File: config.mk
export PLATFORM = sky130hd
export DESIGN_NAME = serial_adder
export DESIGN_NICKNAME = d
export VERILOG_FILES = /design/src/rtl/serial_adder_pkg.sv /design/src/rtl/shift_reg_piso.sv /design/src/rtl/serial_adder.sv
export SDC_FILE = /design/constraint.sdc
export NUM_CORES = 1
export LEC_CHECK = 0
export ABC_AREA = 1
export ABC_CLOCK_PERIOD_IN_PS = 3700
export CORE_ASPECT_RATIO = 0.8
export CORE_MARGIN = 2
export CORE_UTILIZATION = 55
export CTS_BUF_LIST = sky130_fd_sc_hd__clkbuf_4
export DETAILED_ROUTE_END_ITERATION = 8
export GPL_TIMING_DRIVEN = 0
export PLACE_DENSITY = 0.94
export SYNTH_ARGS = -nofsm -noshare
export SYNTH_HDL_FRONTEND = slang
export SYNTH_SLANG_ARGS = --single-unit
File: constraint.sdc
create_clock -name clk -period 3.7 [get_ports clk]
set_input_delay 0.74 -clock clk [delete_from_list [all_inputs] [get_ports clk]]
set_output_delay 0.74 -clock clk [all_outputs]
set_load 0.1 [all_outputs]
File: src/rtl/serial_adder_pkg.sv
// ---------------------------------------------------------------------------
// serial_adder_pkg
//   Shared definitions for the bit-serial adder:
//     - state_t : controller states (IDLE, RUN, DONE)
//     - fa_sum  : full-adder sum bit
//     - fa_maj  : full-adder carry (majority of the three inputs)
// ---------------------------------------------------------------------------
package serial_adder_pkg;

  typedef enum logic [1:0] {
    ST_IDLE = 2'd0,
    ST_RUN  = 2'd1,
    ST_DONE = 2'd2
  } state_t;

  function automatic logic fa_sum(input logic x, input logic y, input logic ci);
    return x ^ y ^ ci;
  endfunction

  function automatic logic fa_maj(input logic x, input logic y, input logic ci);
    return (x & y) | (x & ci) | (y & ci);
  endfunction

endpackage

File: src/rtl/shift_reg_piso.sv
// ---------------------------------------------------------------------------
// shift_reg_piso
//   Parallel-load, shift-right register that presents its LSB serially.
//   Zeros enter at the MSB. Load has priority over shift.
// Ports:
//   clk     : rising-edge clock
//   rst     : asynchronous active-high reset (clears contents)
//   i_load  : load i_din on the next edge
//   i_shift : shift right by one on the next edge
//   i_din   : parallel load data, W bits
//   o_lsb   : current bit 0 of the register
// ---------------------------------------------------------------------------
module shift_reg_piso #(
  parameter int W = 8
) (
  input  logic         clk,
  input  logic         rst,
  input  logic         i_load,
  input  logic         i_shift,
  input  logic [W-1:0] i_din,
  output logic         o_lsb
);

  logic [W-1:0] r_q;

  always_ff @(posedge clk or posedge rst) begin
    if (rst) begin
      r_q <= '0;
    end else if (i_load) begin
      r_q <= i_din;
    end else if (i_shift) begin
      r_q <= {1'b0, r_q[W-1:1]};
    end
  end

  assign o_lsb = r_q[0];

endmodule

File: src/rtl/serial_adder.sv
// ---------------------------------------------------------------------------
// serial_adder
//   Bit-serial N-bit two's-complement adder. Operands are captured on an
//   accepted start and fed LSB-first through one full-adder cell; the carry
//   lives in a one-bit flop between cycles. After N shifts the parallel sum,
//   unsigned carry-out and signed overflow are published with a one-cycle
//   done pulse. Outputs hold until the next result is published.
// Ports:
//   clk   : rising-edge clock
//   rst   : asynchronous active-high reset
//   start : request an addition (accepted in IDLE or DONE, ignored in RUN)
//   a, b  : N-bit operands, captured on the accepting edge
//   busy  : high while shifting
//   done  : one-cycle pulse, sum/cout/ovf valid
//   sum   : (a+b) mod 2^N
//   cout  : carry out of the MSB
//   ovf   : carry into MSB XOR carry out of MSB
// ---------------------------------------------------------------------------
module serial_adder
  import serial_adder_pkg::*;
#(
  parameter int N = 8
) (
  input  logic         clk,
  input  logic         rst,
  input  logic         start,
  input  logic [N-1:0] a,
  input  logic [N-1:0] b,
  output logic         busy,
  output logic         done,
  output logic [N-1:0] sum,
  output logic         cout,
  output logic         ovf
);

  localparam int             CW   = $clog2(N) + 1;
  localparam logic [CW-1:0]  LAST = CW'(N - 1);

  state_t          r_state;
  logic            r_carry;
  logic [CW-1:0]   r_cnt;
  logic [N-1:0]    r_acc;
  logic [N-1:0]    r_sum;
  logic            r_cout;
  logic            r_ovf;
  logic            r_busy;
  logic            r_done;

  logic            w_a;
  logic            w_b;
  logic            w_s;
  logic            w_c;
  logic            w_load;
  logic            w_shift;
  logic            w_last;
  logic [N-1:0]    w_acc_next;

  // Operands may only be (re)loaded when not shifting, so a start during
  // RUN has no effect on the operation in flight.
  assign w_load  = start && ((r_state == ST_IDLE) || (r_state == ST_DONE));
  assign w_shift = (r_state == ST_RUN);
  assign w_last  = w_shift && (r_cnt == LAST);

  shift_reg_piso #(.W(N)) u_sr_a (
    .clk     (clk),
    .rst     (rst),
    .i_load  (w_load),
    .i_shift (w_shift),
    .i_din   (a),
    .o_lsb   (w_a)
  );

  shift_reg_piso #(.W(N)) u_sr_b (
    .clk     (clk),
    .rst     (rst),
    .i_load  (w_load),
    .i_shift (w_shift),
    .i_din   (b),
    .o_lsb   (w_b)
  );

  assign w_s = fa_sum(w_a, w_b, r_carry);
  assign w_c = fa_maj(w_a, w_b, r_carry);

  // Sum bits enter at the MSB and move right, so after N shifts bit 0 of
  // the result sits in bit 0 of the accumulator.
  assign w_acc_next = {w_s, r_acc[N-1:1]};

  always_ff @(posedge clk or posedge rst) begin
    if (rst) begin
      r_state <= ST_IDLE;
      r_carry <= 1'b0;
      r_cnt   <= '0;
      r_acc   <= '0;
      r_sum   <= '0;
      r_cout  <= 1'b0;
      r_ovf   <= 1'b0;
      r_busy  <= 1'b0;
      r_done  <= 1'b0;
    end else begin
      case (r_state)
        ST_IDLE: begin
          r_done <= 1'b0;
          if (w_load) begin
            r_carry <= 1'b0;
            r_cnt   <= '0;
            r_acc   <= '0;
            r_busy  <= 1'b1;
            r_state <= ST_RUN;
          end
        end

        ST_RUN: begin
          r_acc   <= w_acc_next;
          r_carry <= w_c;
          r_cnt   <= r_cnt + CW'(1);
          if (w_last) begin
            // Publish the result on the final shift; r_carry still holds
            // the carry into the MSB at this point.
            r_sum   <= w_acc_next;
            r_cout  <= w_c;
            r_ovf   <= r_carry ^ w_c;
            r_busy  <= 1'b0;
            r_done  <= 1'b1;
            r_state <= ST_DONE;
          end
        end

        ST_DONE: begin
          r_done <= 1'b0;
          if (w_load) begin
            r_carry <= 1'b0;
            r_cnt   <= '0;
            r_acc   <= '0;
            r_busy  <= 1'b1;
            r_state <= ST_RUN;
          end else begin
            r_state <= ST_IDLE;
          end
        end

        default: begin
          r_busy  <= 1'b0;
          r_done  <= 1'b0;
          r_state <= ST_IDLE;
        end
      endcase
    end
  end

  assign busy = r_busy;
  assign done = r_done;
  assign sum  = r_sum;
  assign cout = r_cout;
  assign ovf  = r_ovf;

endmodule

# Yosys cells after proc, flatten, opt, wreduce, memory -nomap -nowiden
# Index checks and enable logic that the tools add are counted.
[totals]
reg_bits = 43
in_bits = 19
output_inout_bits = 12
[classes]
addsub = 1
n_eq_ne = 6
mux = 19
bitwise_logic = 8
n_reduce_logical = 11
[op_table]
columns = ["cell", "count"]
rows = [
  ["$mux W8", 5],
  ["$pmux W8 S2", 1],
  ["$pmux W4 S2", 1],
  ["$reduce_and A2 Y1", 4],
  ["$mux W1", 6],
  ["$ne A2 B1 Y1 const B", 3],
  ["$pmux W2 S3", 1],
  ["$add A4 B1 Y4 const B", 1],
  ["$eq A4 B3 Y1 const B", 1],
  ["$mux W2", 2],
  ["$mux W4", 1],
  ["$pmux W1 S2", 2],
  ["$reduce_bool A2 Y1", 2],
  ["$and A1 B1 Y1", 3],
  ["$xor A1 B1 Y1", 3],
  ["$eq A2 B1 Y1 const B", 1],
  ["$eq A2 B2 Y1 const B", 1],
  ["$logic_and A1 B1 Y1", 2],
  ["$logic_not A2 Y1", 1],
  ["$or A1 B1 Y1", 2],
  ["$reduce_or A2 Y1", 1],
  ["$logic_or A1 B1 Y1", 1],
]

# Depth between registers and ports, before layout
# Gate-level depths: netlist of run 1.
[depth]
word_depth = 5
ltp_mapped = 8
mapped_depth_nobuf = 7

# By module
# From an unflattened synthesis of run 1, not the netlist that was laid out.
[hier_totals]
cells_unflattened = 193
area_unflattened_um2 = 1863.0
[modules_own_cells]
columns = ["module", "n_inst", "cells_per_inst", "area_per_inst_um2"]
rows = [
  ["serial_adder", 1, 105, 1102.3],
  ["shift_reg_piso", 2, 44, 380.4],
]

# Worst setup path before layout of run 1
# No wires, ideal clock.
[synth_path]
kind = "flip-flop to output port"
from = "register r_cout, in the netlist cout"
to = "output cout"
arrival_time_ns = 0.911
required_time_ns = 2.960
path_slack_ns = 2.049
stages_incl_launch_ff = 1
cell_sequence = "dfrtp_1"
[synth_lines]
columns = ["element", "line", "source"]
rows = [
  ["start, declared", "serial_adder.sv:44", "logic r_cout;"],
  ["start signal, assigned", "serial_adder.sv:121", "r_cout <= w_c;"],
  ["end, declared", "serial_adder.sv:32", "output logic cout,"],
]
# No word-level cell between the ends.

# Worst setup path in the final report of run 1
[layout_path]
from = "register r_ovf, in the netlist ovf"
to = "output ovf"
[layout_lines]
columns = ["element", "line", "source"]
rows = [
  ["start, declared", "serial_adder.sv:45", "logic r_ovf;"],
  ["start signal, assigned", "serial_adder.sv:122", "r_ovf <= r_carry ^ w_c;"],
  ["end, declared", "serial_adder.sv:33", "output logic ovf"],
]
# No word-level cell between the ends.

==> summary.md, run 1 <==
| Metric | Value |
|---|---|
| WP buf/inv | 1 |
| Via Count | 1461 |
| Port Buffer Count | 30 |
| Setup violators final | 0 |
| TritonCTS clock tree | built |
| HPWL Detailed | ~2500 um |
| Critical path arrival | 1.87 ns |
| Status | finished clean |
| DR DRC count | 0 |
| PD cells | about 1000 nW/um^2 |
| Comb power frac | 57.4% |
| Drt pass-1 iters | 4 |
| Die area | approximately 4000 um^2 |
| Hold Path Class | reg2reg |
| CP Launch Type | flop |
| Place WS | 1.47 ns |
| Die Span X | 70.1 um |
| GRT Total Usage | approximately a fifth |
| FF+latch count, synth | 42 |
| Vias per cell | 5.00 |
| Final Net Count | 272 |
| WL per Instance | 11.7 um |
| CTS sink cnt | between 40 and 50 |
| Final setup margin | 1.09 ns |
| Worst hold slack | 0.483 ns |
| DRT iter0 DRCs | between 90 and 100 |
| Setup Fix Bufs, Post-CTS | 0 |
| Sw Pwr | 0.00117 W |
| Largest net degree at the start of global routing | 43 |
| Setup CP Type | reg2out |
| Clock network power share | 8.6% |
| Part of the cycle the worst path needs | 70.5% |
| Maximum fanout along the worst path | 2 |
| Max-Cap Viols | 0 |
| Leakage | 1.19 nW |
| Die Height | 56.9 um |
| Hold buffers post-CTS | 0 |
| Number of I/O pins | 31 |
| Site Rows | 19 |
| Post-Syn Area | 1920 um^2 |
| Max clock buf depth | 2 |
| Flop pwr share | 34.0% |
| Final hold vios | 0 |
| Setup TNS Final | 0 ns |
| Core box area | 3380 um^2 |
| Area grow syn2layout | 20.5% |
| # resized after CTS | 0 |
| Yosys cell types | 21 |
| Skew-Pair Late Insertion Delay | roughly 0.35 ns |
| Internal | 0.00114 W |
| Vias in the first global route | 1595 |
| RSZ-0062 raised after global routing | no |
| Mapped Nets | between 200 and 250 |
| Synth warn | 0 |
| Placed cell count | 286 |
| Critical path's slowest cell | clkdlybuf4s50_1 |
| Slew Limit Fails | 0 |
| Ratio of cells with drive above 1 in the final layout | 17.2% |
| Routed WL | 3420 um |
| Clock transition at path regs | roughly 0.11 ns |
| Global-route wire length before repair | 6470 um |
| Maximum clock rate | 383 MHz |
| Crit end category | output pin |
| Syn Area/Cell | between 8 and 9 um^2 |
| TritonCTS Buffers | 5 |
| Max H-tree Level | 2 |
| Register area share after synthesis | 54.7% |
| Kind of cell adding the most delay to the critical path | buffers and inverters |
| Crit path largest cell delay | roughly 1.1 ns |
| Worst-Margin Slew | 0.972 ns |
| Starting Density | a little under three fifths |
| Max-Slew Margin vs Limit | 35.0% |
| Data required, critical path | 2.96 ns |
| Antenna violation net count after detailed routing | 0 |
| Tmin final | roughly 2.6 ns |
| Skew final | between 0.007 and 0.008 ns |
| Cell at the root of the clock tree | clkbuf_4 |
| Worst vdd ir | ~0.00066 V |
| GP Congestion | about 0.8 |
| Net Sw Frac | 50.7% |
| Initial antenna violation count | 0 |
| N_diodes | 0 |
| Post-route insts no fill | 292 |
| Grt ovf | 0 |
| Cell-by-cell trace of the critical path | clkdlybuf4s50_1 |
| Synth Instances | 214 |
==> metal layers <==
metal,routed length [um],up-vias,GRT usage (%),share of wire [%]
met1,1510,688,24.5,44
li1,-,727,-,-
met2,1690,37,36.6,49
met5,0,-,0,0
met3,180,9,4.67,5.3
met4,43,0,8.24,1.3
==> stage by stage <==
stage               utilization, %  cell area [um^2]  power, W
detailed placement            67.3              2270   0.00214
global placement              67.3              2270   0.00208
finish                        68.6              2310   0.00231
CTS                           68.6              2310   0.00233
floorplan                        -              1920   0.00183
global route                  68.6              2310   0.00248
==> placed cells by master (no fill, tap or decap), types with 6 or more instances in the layout <==
| master | n |
|---|---|
| dfrtp_1 | 42 |
| buf_6 | 6 |
| o22ai_1 | 8 |
| nor2_1 | 8 |
| inv_1 | 25 |
| o21ai_2 | 10 |
| nand2_2 | 11 |
| nand2_1 | 81 |
| clkdlybuf4s50_1 | 30 |
==> power by group through the flow <==
stage               Combinational [W]  Clock, W  Sequential (W)
global placement              0.00129         0        0.000782
global route                  0.00145  0.000218        0.000810
detailed placement            0.00134         0        0.000795
floorplan                    0.000626         0         0.00120
CTS                           0.00134  0.000201        0.000787
finish                        0.00133  0.000200        0.000786
==> cells by family (layout without fill, tap and decap cells) <==
group                    after synthesis  count (layout)  synth area share, %
AND/OR/NAND/NOR                      107             107                 24.3
flip-flops                            42              42                 54.7
buffers and inverters                 38              74                 10.1
AO/OA/AOI/OAI                         24              24                 8.73
adder cells (fa/ha/maj)                2               2                 1.69
XOR/XNOR                               1               1                0.456
==> cells in the mapped netlist <==
cell type,number,area [um^2]
o21ai_1,2,10.0
nand3_1,3,15.0
nand2_1,81,304
o22ai_1,8,50.1
ha_1,1,12.5
buf_6,6,67.6
o21ai_0,2,10.0
nor2_2,1,6.26
xnor2_1,1,8.76
nor2_1,8,30.0
a21oi_1,2,10.0
buf_4,1,7.51
inv_4,1,6.26
nand2_4,2,22.5
nand2_2,11,68.8
o21ai_2,10,87.6
dfrtp_1,42,1050
fa_1,1,20.0
nor2_8,1,20.0
inv_1,26,97.6
inv_2,4,15.0
==> final timing paths <==
path / startpoint / to / slack, ns / depth (start not counted)
setup / recovery: ovf / ovf / 1.09 / 1
hold / removal: u_sr_a.r_q[7] / u_sr_a.r_q[7] / 0.48 / 2
setup reg to reg: r_cnt[0] / sum[2] / 2.36 / 7
hold reg to reg: u_sr_a.r_q[7] / u_sr_a.r_q[7] / 0.48 / 2
max in group asynchronous: rst / busy / 2.32 / 2
min in group asynchronous: rst / r_acc[6] / 0.86 / 2
==> tightest hold or removal path, stage by stage, from the launching register on <==
cell     delay, ns
dfrtp_1       0.36
nand2_1       0.05
nand2_1       0.05
==> sequential cells by signal (all words and copies together) (netlist names) <==
name	count
busy	1
cout	1
done	1
ovf	1
r_acc	7
r_carry	1
r_cnt	4
r_state	2
sum	8
u_sr_a.r_q	8
u_sr_b.r_q	8
==> area by class of cell <==
| class | instances | area, um^2 |
|---|---|---|
| plain buffers | 7 | 75.1 |
| multi-input cells | 134 | 676 |
| fillers | 284 | 1060 |
| clock buffers | 5 | 37.5 |
| clock inverters | 1 | 3.75 |
| inverters | 31 | 119 |
| well taps | 42 | 52.6 |
| repair buffers | 30 | 300 |
| flip-flops and latches | 42 | 1050 |
Power figures use the tool's default switching activity.
==> run 2: changes to the inputs <==
Settings changed: ABC_CLOCK_PERIOD_IN_PS 3700 to 2180, CORE_UTILIZATION 55 to 49, PLACE_DENSITY 0.94 to 0.89.
Clock period 3.7 ns to 2.18 ns, I/O delays scaled along.
==> summary.md, run 2 (synthesis gave the netlist of run 1 again) <==
| Metric | Value |
|---|---|
| N_diodes | 0 (unchanged) |
| Setup Fix Bufs, Post-CTS | 0 (unchanged) |
| Maximum clock rate | 492 MHz |
| Leakage | 1.23 nW (+3.5%) |
| GRT Total Usage | 19.1% (-1.6 points) |
| DR DRC count | 0 (unchanged) |
| Core box area | 3780 um^2 (+12%) |
| Placed standard-cell area | 2290 um^2 (+0.72%) |
| Starting Density | 50.8% (-6.1 points) |
| Hold Path Class | reg2reg |
| # resized after CTS | 12 (+12) |
| Post-route cell area | 2330 um^2 (+0.59%) |
| Net Sw Frac | 51.2% (+0.56 points) |
| Clock network power share | 9.8% (+1.2 points) |
| DRT iter0 DRCs | 73 (-24%) |
| Placed cell count | 299 (+4.5%) |
| Area grow syn2layout | 21.2% |
| Die Height | 60.0 um (+5.5%) |
| Slew Limit Fails | 0 (unchanged) |
| Max H-tree Level | 2 (unchanged) |
| Part of the cycle the worst path needs | 93.3% |
| Vias per cell | 4.59 (-8.3%) |
| Data required, critical path | 1.74 ns (-1.22 ns) |
| Initial antenna violation count | 0 (unchanged) |
| CP Launch Type | flop |
| Via Count | 1409 (-3.6%) |
| Antenna violation net count after detailed routing | 0 (unchanged) |
| Kind of cell adding the most delay to the critical path | buffers and inverters |
| Site Rows | 20 (+1) |
| Maximum fanout along the worst path | 2 (unchanged) |
| Number of I/O pins | 31 (unchanged) |
| Port Buffer Count | 30 (unchanged) |
| HPWL Detailed | 2440 um (-3.4%) |
| Die area | 4440 um^2 (+11%) |
| Max-Cap Viols | 0 (unchanged) |
| Clock transition at path regs | 0.12 ns (about the same) |
| Status | finished clean |
| Worst-Margin Slew | 0.951 ns (-0.0207 ns) |
| CTS sink cnt | 42 (unchanged) |
| Vias in the first global route | 1402 (-12%) |
| Critical path arrival | 1.60 ns (-0.27 ns) |
| Grt ovf | 0 (unchanged) |
| Skew final | 0.0102 ns (+0.00311 ns) |
| Commonest cells after routing, fill and taps aside | nand2_1, dfrtp_1, inv_1 |
| Routed WL | 3370 um (-1.5%) |
| Die Span X | 74.0 um (+5.6%) |
| Crit path largest cell delay | 0.86 ns (-0.28 ns) |
| Tmin final | 2.03 ns |
| Ratio of cells with drive above 1 in the final layout | 17.9% (+0.66 points) |
| GP Congestion | 0.801 (-1.5%) |
| Max-Slew Margin vs Limit | 36.8% (+1.8 points) |
| Flop pwr share | 34.3% (+0.3 points) |
| Worst vdd ir | 0.000964 V (+46%) |
| Critical path's slowest cell | dlygate4sd2_1 |
| Setup violators final | 0 (unchanged) |
| Crit end category | output pin |
| WP buf/inv | 1 (unchanged) |
| Hold buffers post-CTS | 0 (unchanged) |
| Commonest non-fill, non-tap cell in the layout | nand2_1 |
| Global-route wire length before repair | 6230 um (-3.6%) |
| Cell-by-cell trace of the critical path | dlygate4sd2_1 |
| Final Net Count | 272 (unchanged) |
| Largest net degree at the start of global routing | 43 (unchanged) |
| Max clock buf depth | 2 (unchanged) |
| Internal | 0.00189 W (+65%) |
| PD cells | 1660 nW/um^2 (+66%) |
| Setup CP Type | reg2out |
| Skew-Pair Late Insertion Delay | 0.36 ns (about the same) |
| TritonCTS clock tree | built |
| Cell at the root of the clock tree | clkbuf_4 |
| TritonCTS Buffers | 5 (unchanged) |
| Sw Pwr | 0.00198 W (+69%) |
| Comb power frac | 55.9% (-1.5 points) |
| WL per Instance | 11.0 um (-6.3%) |
| Post-route insts no fill | 307 (+5.1%) |
| RSZ-0062 raised after global routing | no |
| Drt pass-1 iters | 4 (unchanged) |
| Final hold vios | 0 (unchanged) |
run 2: cell type report:
| class | instances | area, um^2 |
|---|---|---|
| multi-input cells | 134 | 676 |
| flip-flops and latches | 42 | 1050 |
| well taps | 55 | 68.8 |
| fillers | 333 | 1450 |
| repair buffers | 30 | 285 |
| clock buffers | 6 | 45.0 |
| inverters | 31 | 119 |
| clock inverters | 2 | 8.76 |
| plain buffers | 7 | 75.1 |
run 2: path summary, 6_finish.rpt:
check / to / cells past startpoint / slack (ns) / from
max reg2reg: ovf / 5 / 0.84 / r_carry
min in group asynchronous: u_sr_a.r_q[1] / 2 / 0.56 / rst
min reg2reg: u_sr_a.r_q[0] / 2 / 0.49 / u_sr_a.r_q[0]
max: sum[2] / 1 / 0.15 / sum[2]
min: u_sr_a.r_q[0] / 2 / 0.49 / u_sr_a.r_q[0]
max in group asynchronous: u_sr_a.r_q[6] / 2 / 1.09 / rst
run 2: per-layer routing:
layer | routed length [um] | track usage (%) | vias up | part of all wire [%]
met4 | 79 | 9.35 | 0 | 2.3
met5 | 0 | 0 | - | 0
met2 | 1500 | 29.5 | 29 | 45
met3 | 145 | 3.54 | 8 | 4.3
met1 | 1640 | 26.1 | 646 | 49
li1 | - | - | 726 | -
run 2: power by group through the flow:
stage | registers (W) | logic, W | clock network [W]
2_1_floorplan | 0.00204 | 0.00106 | 0
3_3_place_gp | 0.00133 | 0.00220 | 0
3_5_place_dp | 0.00135 | 0.00225 | 0
4_1_cts | 0.00133 | 0.00219 | 0.000385
5_1_grt | 0.00137 | 0.00239 | 0.000422
6_report | 0.00133 | 0.00217 | 0.000380
run 2: through the flow:
| step | power (W) | worst slack (ns) | util [%] | hold slack, ns | setup TNS [ns] |
|---|---|---|---|---|---|
| finish | 0.00387 | 0.147 | 61.6 | 0.489 | 0 |
| detailed placement | 0.00360 | 0.260 | 60.6 | 0.466 | 0 |
| CTS | 0.00390 | 0.139 | 61.6 | 0.495 | 0 |
| floorplan | 0.00310 | 0.770 | - | 0.442 | 0 |
| global route | 0.00419 | 0.0931 | 61.6 | 0.515 | 0 |
| global placement | 0.00353 | -0.0418 | 60.6 | 0.454 | -1.66 |
==> run 3: changes to the inputs <==
Settings changed: ABC_CLOCK_PERIOD_IN_PS 2180 to 1800, MAX_ROUTING_LAYER set to met4.
Clock period 2.18 ns to 1.8 ns, I/O delays scaled along.
==> summary.md, run 3 (synthesis gave the netlist of run 1 again) <==
| Metric | Value |
|---|---|
| Status | finished clean |
| Setup violators final | 0 (unchanged) |
| GRT Total Usage | 19.5% (+0.47 points) |
| RSZ-0062 raised after global routing | no |
| Maximum fanout along the worst path | 2 (unchanged) |
| Crit end category | output pin |
| Antenna violation net count after detailed routing | 0 (unchanged) |
| Vias per cell | 4.59 (unchanged) |
| Grt ovf | 0 (unchanged) |
| HPWL Detailed | 2440 um (unchanged) |
| Setup Fix Bufs, Post-CTS | 0 (unchanged) |
| Final hold vios | 0 (unchanged) |
| Highest routed layer | met4 |
| Routed WL | 3420 um (+1.4%) |
| CP Launch Type | flop |
| Sw Pwr | 0.00242 W (+22%) |
| Worst vdd ir | 0.00124 V (+28%) |
| Core box area | 3780 um^2 (unchanged) |
| Tmin final | 1.67 ns |
| WP buf/inv | 1 (unchanged) |
| Max-Cap Viols | 0 (unchanged) |
| TritonCTS clock tree | built |
| Max clock buf depth | 2 (unchanged) |
| Leakage | 1.21 nW (-2.1%) |
| GP Congestion | 0.812 (+1.4%) |
| Internal | 0.00234 W (+24%) |
| TritonCTS Buffers | 5 (unchanged) |
| PD cells | 2020 nW/um^2 (+21%) |
| Port Buffer Count | 30 (unchanged) |
| DR WL met2 | 1500 um (about the same) |
| Number of I/O pins | 31 (unchanged) |
| Clock transition at path regs | 0.12 ns (about the same) |
| Crit path largest cell delay | 0.56 ns (-0.30 ns) |
| Comb power frac | 56.3% (+0.4 points) |
| Final Net Count | 272 (unchanged) |
| Global-route wire length before repair | 6190 um (-0.66%) |
| Ratio of cells with drive above 1 in the final layout | 22.6% (+4.8 points) |
| Kind of cell adding the most delay to the critical path | buffers and inverters |
| Hold Path Class | in2async |
| Largest net degree at the start of global routing | 43 (unchanged) |
| DRT met1 WL | 1670 um (+1.7%) |
| Die Span X | 74.0 um (unchanged) |
| Met3 Routed Length | 157 um (+8.3%) |
| Post-route cell area | 2360 um^2 (+1.3%) |
| Maximum clock rate | 600 MHz |
| Clock network power share | 9.8% (about the same) |
| Initial antenna violation count | 0 (unchanged) |
| Data required, critical path | 1.44 ns (-0.30 ns) |
| Max-Slew Margin vs Limit | 43.6% (+6.7 points) |
| CTS sink cnt | 42 (unchanged) |
| Starting Density | 50.8% (unchanged) |
| Setup CP Type | reg2out |
| Setup TNS Final | 0 ns (unchanged) |
| Vias in the first global route | 1404 (+0.14%) |
| Critical path arrival | 1.31 ns (-0.29 ns) |
| Flop pwr share | 33.9% (-0.4 points) |
| Skew-Pair Late Insertion Delay | 0.36 ns (about the same) |
| DR DRC count | 0 (unchanged) |
| Skew final | 0.00996 ns (-0.000213 ns) |
| Critical path's slowest cell | clkdlybuf4s15_2 |
| Max H-tree Level | 2 (unchanged) |
| Hold buffers post-CTS | 0 (unchanged) |
| Slew Limit Fails | 0 (unchanged) |
| Commonest non-fill, non-tap cell in the layout | nand2_1 |
| Placed standard-cell area | 2290 um^2 (unchanged) |
| Drt pass-1 iters | 4 (unchanged) |
| Cell at the root of the clock tree | clkbuf_4 |
| N_diodes | 0 (unchanged) |
| Die area | 4440 um^2 (unchanged) |
| Via Count | 1409 (unchanged) |
| Area grow syn2layout | 22.8% |
| Site Rows | 20 (unchanged) |
| Cell-by-cell trace of the critical path | clkdlybuf4s15_2 |
| WL per Instance | 11.1 um (+1.4%) |
| Die Height | 60.0 um (unchanged) |
| Worst-Margin Slew | 0.845 ns (-0.106 ns) |
| DRT iter0 DRCs | 88 (+21%) |
| Commonest cells after routing, fill and taps aside | nand2_1, dfrtp_1, inv_1 |
| Part of the cycle the worst path needs | 92.6% |
| Net Sw Frac | 50.9% (-0.37 points) |
[run 3: through the flow]
step | setup slack, ns | util, % | hold slack (ns) | std cells | power, W
floorplan | 0.466 | - | 0.442 | 214 | 0.00376
finish | 0.132 | 62.4 | 0.486 | 307 | 0.00476
detailed placement | -0.0437 | 60.6 | 0.466 | 299 | 0.00436
global placement | -0.346 | 60.6 | 0.454 | 299 | 0.00427
CTS | 0.128 | 62.4 | 0.495 | 307 | 0.00478
global route | 0.0871 | 62.4 | 0.515 | 307 | 0.00512
[run 3: path summary, 6_finish.rpt]
path	start	to	slack [ns]	cells after the start
max in group asynchronous	rst	u_sr_a.r_q[6]	0.78	2
min in group clk	u_sr_b.r_q[0]	u_sr_b.r_q[0]	0.49	2
hold / removal	rst	sum[7]	0.49	2
setup reg to reg	r_carry	ovf	0.45	5
hold reg to reg	u_sr_b.r_q[0]	u_sr_b.r_q[0]	0.49	2
setup / recovery	sum[2]	sum[2]	0.13	1
[run 3: layer usage]
| metal | global-route usage (%) | up-vias |
|---|---|---|
| met5 | - | - |
| met4 | 9.35 | 0 |
| met3 | 3.54 | 8 |
| met2 | 29.5 | 33 |
| met1 | 25.8 | 643 |
| li1 | - | 725 |
[run 3: area by class of cell]
cell class	instances	area [um^2]
fillers	322	1420
flip-flops and latches	42	1050
multi-input cells	134	676
repair buffers	30	315
inverters	31	119
plain buffers	7	75.1
well taps	55	68.8
clock buffers	6	45.0
clock inverters	2	8.76
[run 3: power groups by stage]
stage	sequential, W	combinational [W]	clock (W)
floorplan	0.00247	0.00129	0
global placement	0.00161	0.00266	0
detailed placement	0.00163	0.00273	0
CTS	0.00161	0.00270	0.000466
global route	0.00167	0.00295	0.000508
finish	0.00161	0.00268	0.000465
[run 3: timing repair]
item | in CTS | in global routing
endpoints found under the setup margin | 12 | 0
gates resized for setup | 36 | 0
hold endpoints to repair | 0 | 0
